===== config.mk =====
export PLATFORM = sky130hd
export DESIGN_NAME = sdram_frame_reader
export DESIGN_NICKNAME = d
export VERILOG_FILES = /design/src/rtl/sdram_frame_pkg.sv /design/src/rtl/sync_fifo_fwft.sv /design/src/rtl/sdram_frame_reader.sv
export SDC_FILE = /design/constraint.sdc
export NUM_CORES = 1
export LEC_CHECK = 0
export ABC_AREA = 1
export BUFFER_PORTS_ARGS = -buffer_cell sky130_fd_sc_hd__buf_2
export CAP_MARGIN = 20
export CORE_MARGIN = 2
export CORE_UTILIZATION = 65
export CTS_BUF_LIST = sky130_fd_sc_hd__clkbuf_4
export CTS_CLUSTER_DIAMETER = 120
export DETAILED_ROUTE_END_ITERATION = 12
export PLACE_DENSITY = 0.85
export SLEW_MARGIN = 0
export SYNTH_ARGS = -nofsm -noshare
export SYNTH_HDL_FRONTEND = slang
export SYNTH_SLANG_ARGS = --single-unit

===== constraint.sdc =====
create_clock -name clk_clk -period 4.37 [get_ports clk_clk]
set_clock_uncertainty 0.15 [all_clocks]
set_input_delay 0.2185 -clock clk_clk [delete_from_list [all_inputs] [get_ports clk_clk]]
set_output_delay 0.2185 -clock clk_clk [all_outputs]
set_load 0.03 [all_outputs]

===== src/rtl/sdram_frame_pkg.sv =====
// Shared types and helpers for the SDRAM frame reader and its FIFO.
package sdram_frame_pkg;

  typedef logic [1:0] state_t;

  localparam state_t IDLE  = 2'd0;
  localparam state_t FETCH = 2'd1;
  localparam state_t DRAIN = 2'd2;

  typedef struct packed {
    logic [2:0] r;
    logic [2:0] g;
    logic [1:0] b;
  } rgb332_t;

  function automatic int unsigned frame_pixels(input int unsigned h, input int unsigned v);
    return h * v;
  endfunction

endpackage


===== src/rtl/sync_fifo_fwft.sv =====
// First-word-fall-through synchronous FIFO with an occupancy count.
module sync_fifo_fwft #(
  parameter int unsigned DATA_W = 8,
  parameter int unsigned AW     = 6
) (
  input  logic              clk_i,
  input  logic              rst_i,
  input  logic              wr_en_i,
  input  logic [DATA_W-1:0] wr_data_i,
  input  logic              rd_en_i,
  output logic [DATA_W-1:0] rd_data_o,
  output logic              empty_o,
  output logic [AW:0]       count_o
);

  localparam int unsigned Depth = 1 << AW;
  localparam logic [AW:0] FullCount = (AW + 1)'(Depth);
  localparam logic [AW:0] CntOne    = 1;
  localparam logic [AW-1:0] PtrOne  = 1;

  logic [DATA_W-1:0] mem_q [Depth];
  logic [AW-1:0]     wr_ptr_q, rd_ptr_q;
  logic [AW:0]       count_q;
  logic              push, pop;

  assign push      = wr_en_i;
  // Pop is ignored while empty, so a push into an empty FIFO never bypasses.
  assign pop       = rd_en_i && !empty_o;
  assign empty_o   = (count_q == '0);
  assign count_o   = count_q;
  assign rd_data_o = mem_q[rd_ptr_q];

  always_ff @(posedge clk_i or posedge rst_i) begin
    if (rst_i) begin
      wr_ptr_q <= '0;
      rd_ptr_q <= '0;
      count_q  <= '0;
    end else begin
      if (push) wr_ptr_q <= wr_ptr_q + PtrOne;
      if (pop)  rd_ptr_q <= rd_ptr_q + PtrOne;
      if (push && !pop)      count_q <= count_q + CntOne;
      else if (!push && pop) count_q <= count_q - CntOne;
    end
  end

  always_ff @(posedge clk_i) begin
    if (push) mem_q[wr_ptr_q] <= wr_data_i;
  end

  always_ff @(posedge clk_i) begin
    if (!rst_i) assert (!(push && count_q == FullCount));
  end

endmodule


===== src/rtl/sdram_frame_reader.sv =====
// Avalon-MM pipelined read master streaming an RGB332 frame from SDRAM to a pixel stream.
module sdram_frame_reader
  import sdram_frame_pkg::*;
#(
  parameter int unsigned ADDR_W    = 23,
  parameter int unsigned BASE_ADDR = 0,
  parameter int unsigned H_ACTIVE  = 640,
  parameter int unsigned V_ACTIVE  = 480,
  parameter int unsigned FIFO_AW   = 6
) (
  input  logic              clk_clk,
  input  logic              reset_reset,
  input  logic              enable,
  output logic [ADDR_W-1:0] avm_address,
  output logic              avm_read,
  input  logic              avm_waitrequest,
  input  logic [7:0]        avm_readdata,
  input  logic              avm_readdatavalid,
  output logic [7:0]        pix_data,
  output logic              pix_valid,
  input  logic              pix_ready,
  output logic              pix_sof,
  output logic              pix_eol,
  output logic              busy,
  output logic              underflow
);

  localparam int unsigned FramePix = frame_pixels(H_ACTIVE, V_ACTIVE);
  localparam int unsigned IssW     = $clog2(FramePix + 1);
  localparam int unsigned ColW     = (H_ACTIVE > 1) ? $clog2(H_ACTIVE) : 1;
  localparam int unsigned LineW    = (V_ACTIVE > 1) ? $clog2(V_ACTIVE) : 1;

  localparam logic [FIFO_AW:0] Depth    = (FIFO_AW + 1)'(1 << FIFO_AW);
  localparam logic [FIFO_AW:0] CntOne   = 1;
  localparam logic [IssW-1:0]  FrameCnt = IssW'(FramePix);
  localparam logic [IssW-1:0]  LastIss  = IssW'(FramePix - 1);
  localparam logic [IssW-1:0]  IssOne   = 1;
  localparam logic [ADDR_W-1:0] Base    = ADDR_W'(BASE_ADDR);
  localparam logic [ADDR_W-1:0] AddrOne = 1;
  localparam logic [ColW-1:0]  LastCol  = ColW'(H_ACTIVE - 1);
  localparam logic [ColW-1:0]  ColOne   = 1;
  localparam logic [LineW-1:0] LastLine = LineW'(V_ACTIVE - 1);
  localparam logic [LineW-1:0] LineOne  = 1;

  state_t             state_q, state_d;
  logic [ADDR_W-1:0]  addr_q;
  logic [IssW-1:0]    issued_q;
  logic [FIFO_AW:0]   pending_q, fifo_count, inflight;
  logic [ColW-1:0]    col_q;
  logic [LineW-1:0]   line_q;
  logic               stall_q, underflow_q;
  logic               fifo_empty, fetch_ok, accept, pop, start;
  rgb332_t            head;

  // Credit covers both buffered and in-flight bytes so returns can never overflow.
  assign inflight = fifo_count + pending_q;
  assign fetch_ok = (state_q == FETCH) && (inflight < Depth) && (issued_q < FrameCnt);
  // A stalled request stays up even if enable drops; no retraction on the bus.
  assign avm_read    = fetch_ok && (enable || stall_q);
  assign avm_address = addr_q;
  assign accept      = avm_read && !avm_waitrequest;

  assign pix_valid = !fifo_empty;
  assign pop       = pix_valid && pix_ready;
  assign pix_data  = pix_valid ? head : 8'h00;
  assign pix_sof   = pix_valid && (col_q == '0) && (line_q == '0);
  assign pix_eol   = pix_valid && (col_q == LastCol);
  assign busy      = (state_q != IDLE) || (pending_q != '0);
  assign underflow = underflow_q;

  always_comb begin
    state_d = state_q;
    start   = 1'b0;
    unique case (state_q)
      IDLE: begin
        if (enable) begin
          state_d = FETCH;
          start   = 1'b1;
        end
      end
      FETCH: begin
        if (accept && issued_q == LastIss)          state_d = DRAIN;
        else if (!enable && (!avm_read || accept)) state_d = DRAIN;
      end
      DRAIN: begin
        if (pending_q == '0) begin
          state_d = enable ? FETCH : IDLE;
          start   = enable;
        end
      end
      default: state_d = IDLE;
    endcase
  end

  always_ff @(posedge clk_clk or posedge reset_reset) begin
    if (reset_reset) begin
      state_q     <= IDLE;
      addr_q      <= Base;
      issued_q    <= '0;
      pending_q   <= '0;
      stall_q     <= 1'b0;
      underflow_q <= 1'b0;
      col_q       <= '0;
      line_q      <= '0;
    end else begin
      state_q <= state_d;
      stall_q <= avm_read && avm_waitrequest;
      if (start) begin
        addr_q   <= Base;
        issued_q <= '0;
      end else if (accept) begin
        addr_q   <= addr_q + AddrOne;
        issued_q <= issued_q + IssOne;
      end
      if (accept && !avm_readdatavalid)      pending_q <= pending_q + CntOne;
      else if (!accept && avm_readdatavalid) pending_q <= pending_q - CntOne;
      if (state_q == FETCH && pix_ready && fifo_empty) underflow_q <= 1'b1;
      if (pop) begin
        if (col_q == LastCol) begin
          col_q  <= '0;
          line_q <= (line_q == LastLine) ? '0 : line_q + LineOne;
        end else begin
          col_q <= col_q + ColOne;
        end
      end
    end
  end

  sync_fifo_fwft #(
    .DATA_W(8),
    .AW    (FIFO_AW)
  ) u_fifo (
    .clk_i    (clk_clk),
    .rst_i    (reset_reset),
    .wr_en_i  (avm_readdatavalid),
    .wr_data_i(avm_readdata),
    .rd_en_i  (pop),
    .rd_data_o(head),
    .empty_o  (fifo_empty),
    .count_o  (fifo_count)
  );

endmodule


Yosys cells after proc, flatten, opt, wreduce, memory -nomap -nowiden --
Memories as Yosys holds them, arrays and structs flattened. Index checks and enable logic that the tools add are counted.
Cells by class: magnitude comparators 2, equality and inequality tests 8, $add $sub $neg 11, mux-type cells 22, reductions and logical operators 40
Operators by type and width (number):
- $mux W23 | 2
- $mux W19 | 2
- $mux W7 | 4
- $add A23 B1 Y23 const B | 1
- $add A19 B1 Y19 const B | 1
- $eq A19 B19 Y1 const B | 1
- $lt A19 B19 Y1 const B | 1
- $logic_and A1 B1 Y1 | 18
- $add A7 B1 Y7 const B | 2
- $logic_not A7 Y1 | 2
- $sub A7 B1 Y7 const B | 2
- $add A6 B1 Y6 const B | 2
- $add A10 B1 Y10 const B | 1
- $eq A10 B10 Y1 const B | 1
- $logic_not A10 Y1 | 1
- $mux W10 | 1
- $add A9 B1 Y9 const B | 1
- $eq A9 B9 Y1 const B | 1
- $logic_not A9 Y1 | 1
- $mux W9 | 1
- $mux W2 | 4
- $mux W8 | 1
- $reduce_bool A2 Y1 | 4
- $add A7 B7 Y7 | 1
- other kinds (14) | 27
Word-level totals: input port bits 14, register bits after elaboration 91, logic and storage cells 95, output and inout bits 37, memories 1, RAM bits 512
Memories:
- u_fifo.mem_q | depth 64, width 8, rd ports 1, clocked after Yosys merged registers in 0, write ports 1, RTL line sync_fifo_fwft.sv:21 | logic [DATA_W-1:0] mem_q [Depth];

Logic depth before layout (Yosys ltp) --
word-level depth 11, depth in mapped cells 21, depth with buffers taken out 20

Cells and area by module --
From an unflattened synthesis, not the netlist that was laid out.
Unflattened totals: cells, all modules 2786, area, all modules 27575.2 sq um
By module, submodules not included:
- sync_fifo_fwft | instances 1, cells each 2124, area an instance 22683.0 sq um, seq. area each 15850.2 sq um
- sdram_frame_reader | instances 1, cells each 662, area an instance 4892.2 sq um, seq. area each 1801.7 sq um

Least setup slack after synthesis --
Ideal clock, no wire load.
path kind flip-flop to flip-flop, start reg pending_q[5], end reg pending_q[6], library setup time 65 ps, arrival 2941 ps, required time 4155 ps, stages on the path, launching flop included 21, slack 1214 ps, period minus slack after synthesis 3156 ps, buffers on the path 1, cells stage by stage dfrtp_1 -> ha_1 -> nand2_1 -> inv_1 -> a21oi_1 -> nand3_1 -> nand2_1 -> nand2_1 -> nor2_4 -> buf_2 -> ha_1 -> inv_1 -> fa_1 -> nand3_1 -> nand3_1 -> nand2_1 -> nand2_1 -> a21oi_1 -> xor2_1 -> nand2_1 -> nand2_1
Between the ends: cells in the longest elaborated chain, start to end 9, elaborated cells on any way between the ends 14, classes of those cells add/sub: 3; order compare: 1; mux: 2; reduce/logical: 8
Ends and longest elaborated chain:
- start, declared | RTL line sdram_frame_reader.sv:48 | logic [FIFO_AW:0] pending_q, fifo_count, inflight;
- start signal, assigned | RTL line sdram_frame_reader.sv:115 | if (accept && !avm_readdatavalid) pending_q <= pending_q + CntOne;
- start signal, assigned | RTL line sdram_frame_reader.sv:116 | else if (!accept && avm_readdatavalid) pending_q <= pending_q - CntOne;
- $add A7 B7 Y7 | RTL line sdram_frame_reader.sv:56 | assign inflight = fifo_count + pending_q;
- $lt A7 B7 Y1 | RTL line sdram_frame_reader.sv:57 | assign fetch_ok = (state_q == FETCH) && (inflight < Depth) && (issued_q < FrameCnt);
- $logic_and A1 B1 Y1 (2 in a row) | RTL line sdram_frame_reader.sv:57
- $logic_and A1 B1 Y1 | RTL line sdram_frame_reader.sv:59 | assign avm_read = fetch_ok && (enable || stall_q);
- $logic_and A1 B1 Y1 | RTL line sdram_frame_reader.sv:61 | assign accept = avm_read && !avm_waitrequest;
- $logic_not A1 Y1 | RTL line sdram_frame_reader.sv:116
- $logic_and A1 B1 Y1 | RTL line sdram_frame_reader.sv:116
- $reduce_bool A2 Y1 (no line)
Several ways; a longest one is shown, not always the timed one. The select of a mux whose other input is x is not followed. A chain may end at the register's enable or synchronous reset.

Worst setup path after layout --
start reg u_fifo.rd_ptr_q[4], end out pix_data[7]
Between the ends: cells in the longest elaborated chain, start to end 2
Ends and longest elaborated chain:
- start, declared | RTL line sync_fifo_fwft.sv:22 | logic [AW-1:0] wr_ptr_q, rd_ptr_q;
- start signal, assigned | RTL line sync_fifo_fwft.sv:40 | if (pop) rd_ptr_q <= rd_ptr_q + PtrOne;
- $mem_v2 Z64 W8
- $mux W8 | RTL line sdram_frame_reader.sv:65 | assign pix_data = pix_valid ? head : 8'h00;
- end, declared | RTL line sdram_frame_reader.sv:19 | output logic [7:0] pix_data,
No other way between the ends.

==> impl_metrics.env <==
export IMPL_crit_required_ns=4.00
export IMPL_drc=0
export IMPL_crit_path_start_kind="flip-flop"
export IMPL_slew_headroom_pct=39.18
export IMPL_grt_pass1_wl_um=100600
export IMPL_h_tree_depth=4
export IMPL_cts_tree="built"
export IMPL_ys_ff_latch=603
export IMPL_drive_gt1_share_pct=12.40
export IMPL_ant_nets=0
export IMPL_ios=51
export IMPL_worst_pin_slew_ns=0.9112
export IMPL_violations="negative setup slack"
export IMPL_dp_hpwl_um=37510
export IMPL_p_int_w=0.01073
export IMPL_crit_arrival_ns=4.02
export IMPL_total_power_w=0.01788
export IMPL_setup_viol=1
export IMPL_worst_setup_path_end_kind="output pin"
export IMPL_synth_fp_nets=2559
export IMPL_core_mm2=0.04001
export IMPL_antenna_found_initial=2
export IMPL_overflow=0
export IMPL_grt_max_degree=262
export IMPL_wl_per_cell_um=19.90
export IMPL_ys_seq_area_share_pct=66.57
export IMPL_synth_top_area_share_pct=57.98
export IMPL_hp_class="input port to flip-flop"
export IMPL_nNetsFinal=2679
export IMPL_place_congestion=0.9056
export IMPL_criticalPathCategory="flip-flop to output pin"
export IMPL_routed_via_count=19870
export IMPL_area_growth_pct=10.05
export IMPL_p_switching_w=0.007150
export IMPL_async_flop_share_pct=15.09
export IMPL_synth_area_leaders="edfxtp_1, dfrtp_1, nand2_1, nor2_1, nand3_1"
export IMPL_clockBufferDepth=3
export IMPL_met2_usage_pct=49.93
export IMPL_finalHoldViolCount=0
export IMPL_yosys_warnings=0
export IMPL_use_met3_pct=7.647
export IMPL_clock_power_share_pct=25.5
export IMPL_pwr_share_seq_pct=39.3
export IMPL_placementRows=73
export IMPL_fin_util_pct=72.95
export IMPL_postSynthAreaPerCell_um2=10.54
export IMPL_holdWs_ns=0.09482
export IMPL_die_area_mm2=0.04243
export IMPL_synth_area_mm2=0.02652
export IMPL_grt_usage_pct=30.91
export IMPL_synth_cells=2517
export IMPL_path_clk_slew_ns=0.07
export IMPL_leakagePower_nw=11.25
export IMPL_status="finished with violations"
export IMPL_synthTopCellsByCount="edfxtp_1, nand2_1, nor2_1"
export IMPL_synth_top_cell_by_area="edfxtp_1"
export IMPL_clk_latency_ns=0.89
export IMPL_initial_core_util_pct=66.29
export IMPL_yosysMostFrequentCell="edfxtp_1"
export IMPL_synth_edf_count=512
export IMPL_ys_types=35
export IMPL_detail_route_vias_per_cell=6.063
export IMPL_grt_pass1_vias=19370
export IMPL_cts_buffers=149
export IMPL_top_usage_layer="met2"
export IMPL_fp_dieH_um=206.0
export IMPL_fin_crit_sh_pct=100.4
export IMPL_io_buffers=50
export IMPL_ys_flop_type="edfxtp_1"
export IMPL_slowest_delay_ns=0.86
export IMPL_dr_pass1_iters=8
export IMPL_dieWidth_um=206.0
export IMPL_max_freq_mhz=227.9
export IMPL_cts_sinks=603
export IMPL_p_per_area_mw_per_mm2=612.5
export IMPL_drv_cap=0
export IMPL_crit_fanout=18
export IMPL_drt_initial_drc_count=3053
export IMPL_crit_slowest_cell="clkinv_1"
export IMPL_worst_slack_ns=-0.01705
export IMPL_crit_chain="clkinv_1 -> nand2_1 -> a21oi_1 -> nand2_1 -> nand3_1 -> a21oi_1 -> buf_2"
export IMPL_switching_share_pct=40.00
export IMPL_combPwrFrac_pct=35.2
export IMPL_fin_tns_setup_ns=-0.01705
export IMPL_root_buffer="clkbuf_4"
export IMPL_ir_worst_vdd_mv=0.4554
export IMPL_cts_setup_buffers=0
export IMPL_grtUsageMet1_pct=39.04
export IMPL_routed_wl_um=65220
export IMPL_period_needed_ns=4.387
export IMPL_maxSlewViolCount=0
final cells by class:
cell class / count / area (µm²)
antenna: 1 / 2.502
multi-input combinational: 1682 / 7881
inverter: 110 / 426.7
tap: 525 / 656.9
fill: 2656 / 10820
clock buffer: 223 / 1674
sequential: 603 / 17660
clock inverter: 42 / 181.4
timing repair buffer: 91 / 700.7
power by group through the flow:
stage / Combinational (W) / Sequential [W] / Clock (W)
after floorplan: 0.00434 / 0.00694 / 0
after CTS: 0.00609 / 0.00700 / 0.00461
after detailed placement: 0.00603 / 0.00712 / 0
final: 0.00629 / 0.00703 / 0.00455
after global placement: 0.00582 / 0.00709 / 0
after global routing: 0.00683 / 0.00706 / 0.00490
sequential cells by signal, indices dropped and copies added (netlist names):
| name | flops |
|---|---|
| u_fifo.mem_q | 512 |
| stall_q | 1 |
| avm_address | 23 |
| u_fifo.count_o | 7 |
| u_fifo.rd_ptr_q | 6 |
| col_q | 10 |
| line_q | 9 |
| issued_q | 19 |
| pending_q | 7 |
| state_q | 2 |
| underflow | 1 |
| u_fifo.wr_ptr_q | 6 |
timing repair:
action,in CTS,in global routing
endpoints found under the setup margin,0,5
endpoints found under the hold margin,562,0
hold buffers,17,0
resized for setup,0,3
cells in the final DEF, fill, tap and decap left out, drive strengths merged, types with 2 or more instances in the layout:
master and n:
edfxtp 512, nand2 506, nor2 460, nand3 248, clkbuf 224, o21ai 206
inv 109, dfrtp 91, buf 73, a21oi 50, xor2 44, clkinv 39
nand4 32, ha 26, o211ai 24, nand3b 23, nor3 22, dlygate4sd3 17
xnor2 13, or2 13, a21o 4, clkinvlp 4, a31oi 3, nor4 3
fa 2
path summary, 6_finish.rpt:
kind	endpoint	cells past startpoint	slack, ns	startpoint
worst max-delay path	pix_data[7]	7	-0.02	u_fifo.rd_ptr_q[4]
worst min-delay path	u_fifo.wr_ptr_q[0]	3	0.09	avm_readdatavalid
worst max register to register	avm_address[1]	13	1.11	pending_q[5]
worst min register to register	underflow	1	0.31	underflow
max in group asynchronous	issued_q[2]	5	2.51	reset_reset
min in group asynchronous	u_fifo.wr_ptr_q[2]	4	0.47	reset_reset
logic make-up after synthesis:
family / Yosys count / synth area share, %
AO/OA/AOI/OAI: 289 / 5.771
XOR/XNOR: 57 / 1.883
adder cells (fa/ha/maj): 28 / 1.378
buffers and inverters: 232 / 3.732
flip-flops: 603 / 66.57
AND/OR/NAND/NOR: 1308 / 20.67
metrics by stage:
| step | cells | area, µm² | setup WS [ns] |
|---|---|---|---|
| after floorplan | 2517 | 26520 | 1.214 |
| after global placement | 2993 | 27120 | 1.109 |
| after detailed placement | 2993 | 27120 | 1.045 |
| after CTS | 3275 | 29140 | 0.1040 |
| after global routing | 3277 | 29180 | -0.05800 |
| final | 3277 | 29180 | -0.01705 |
critical path: cells and delay by family, from the launching register on:
kind / cells / cell delay [ns]
AOI/OAI and AO/OA: 2 / 0.51
buffers and inverters: 2 / 1.15
DFF: 1 / 0.85
and+or+nand+nor: 3 / 0.63
per-layer routing:
metal	vias up	routed length (µm)
met1	9314	23700
li1	8981	-
met5	-	13
met3	258	7212
met4	2	3099
met2	1312	31200
Note: power is estimated with default switching activity, not from simulation.
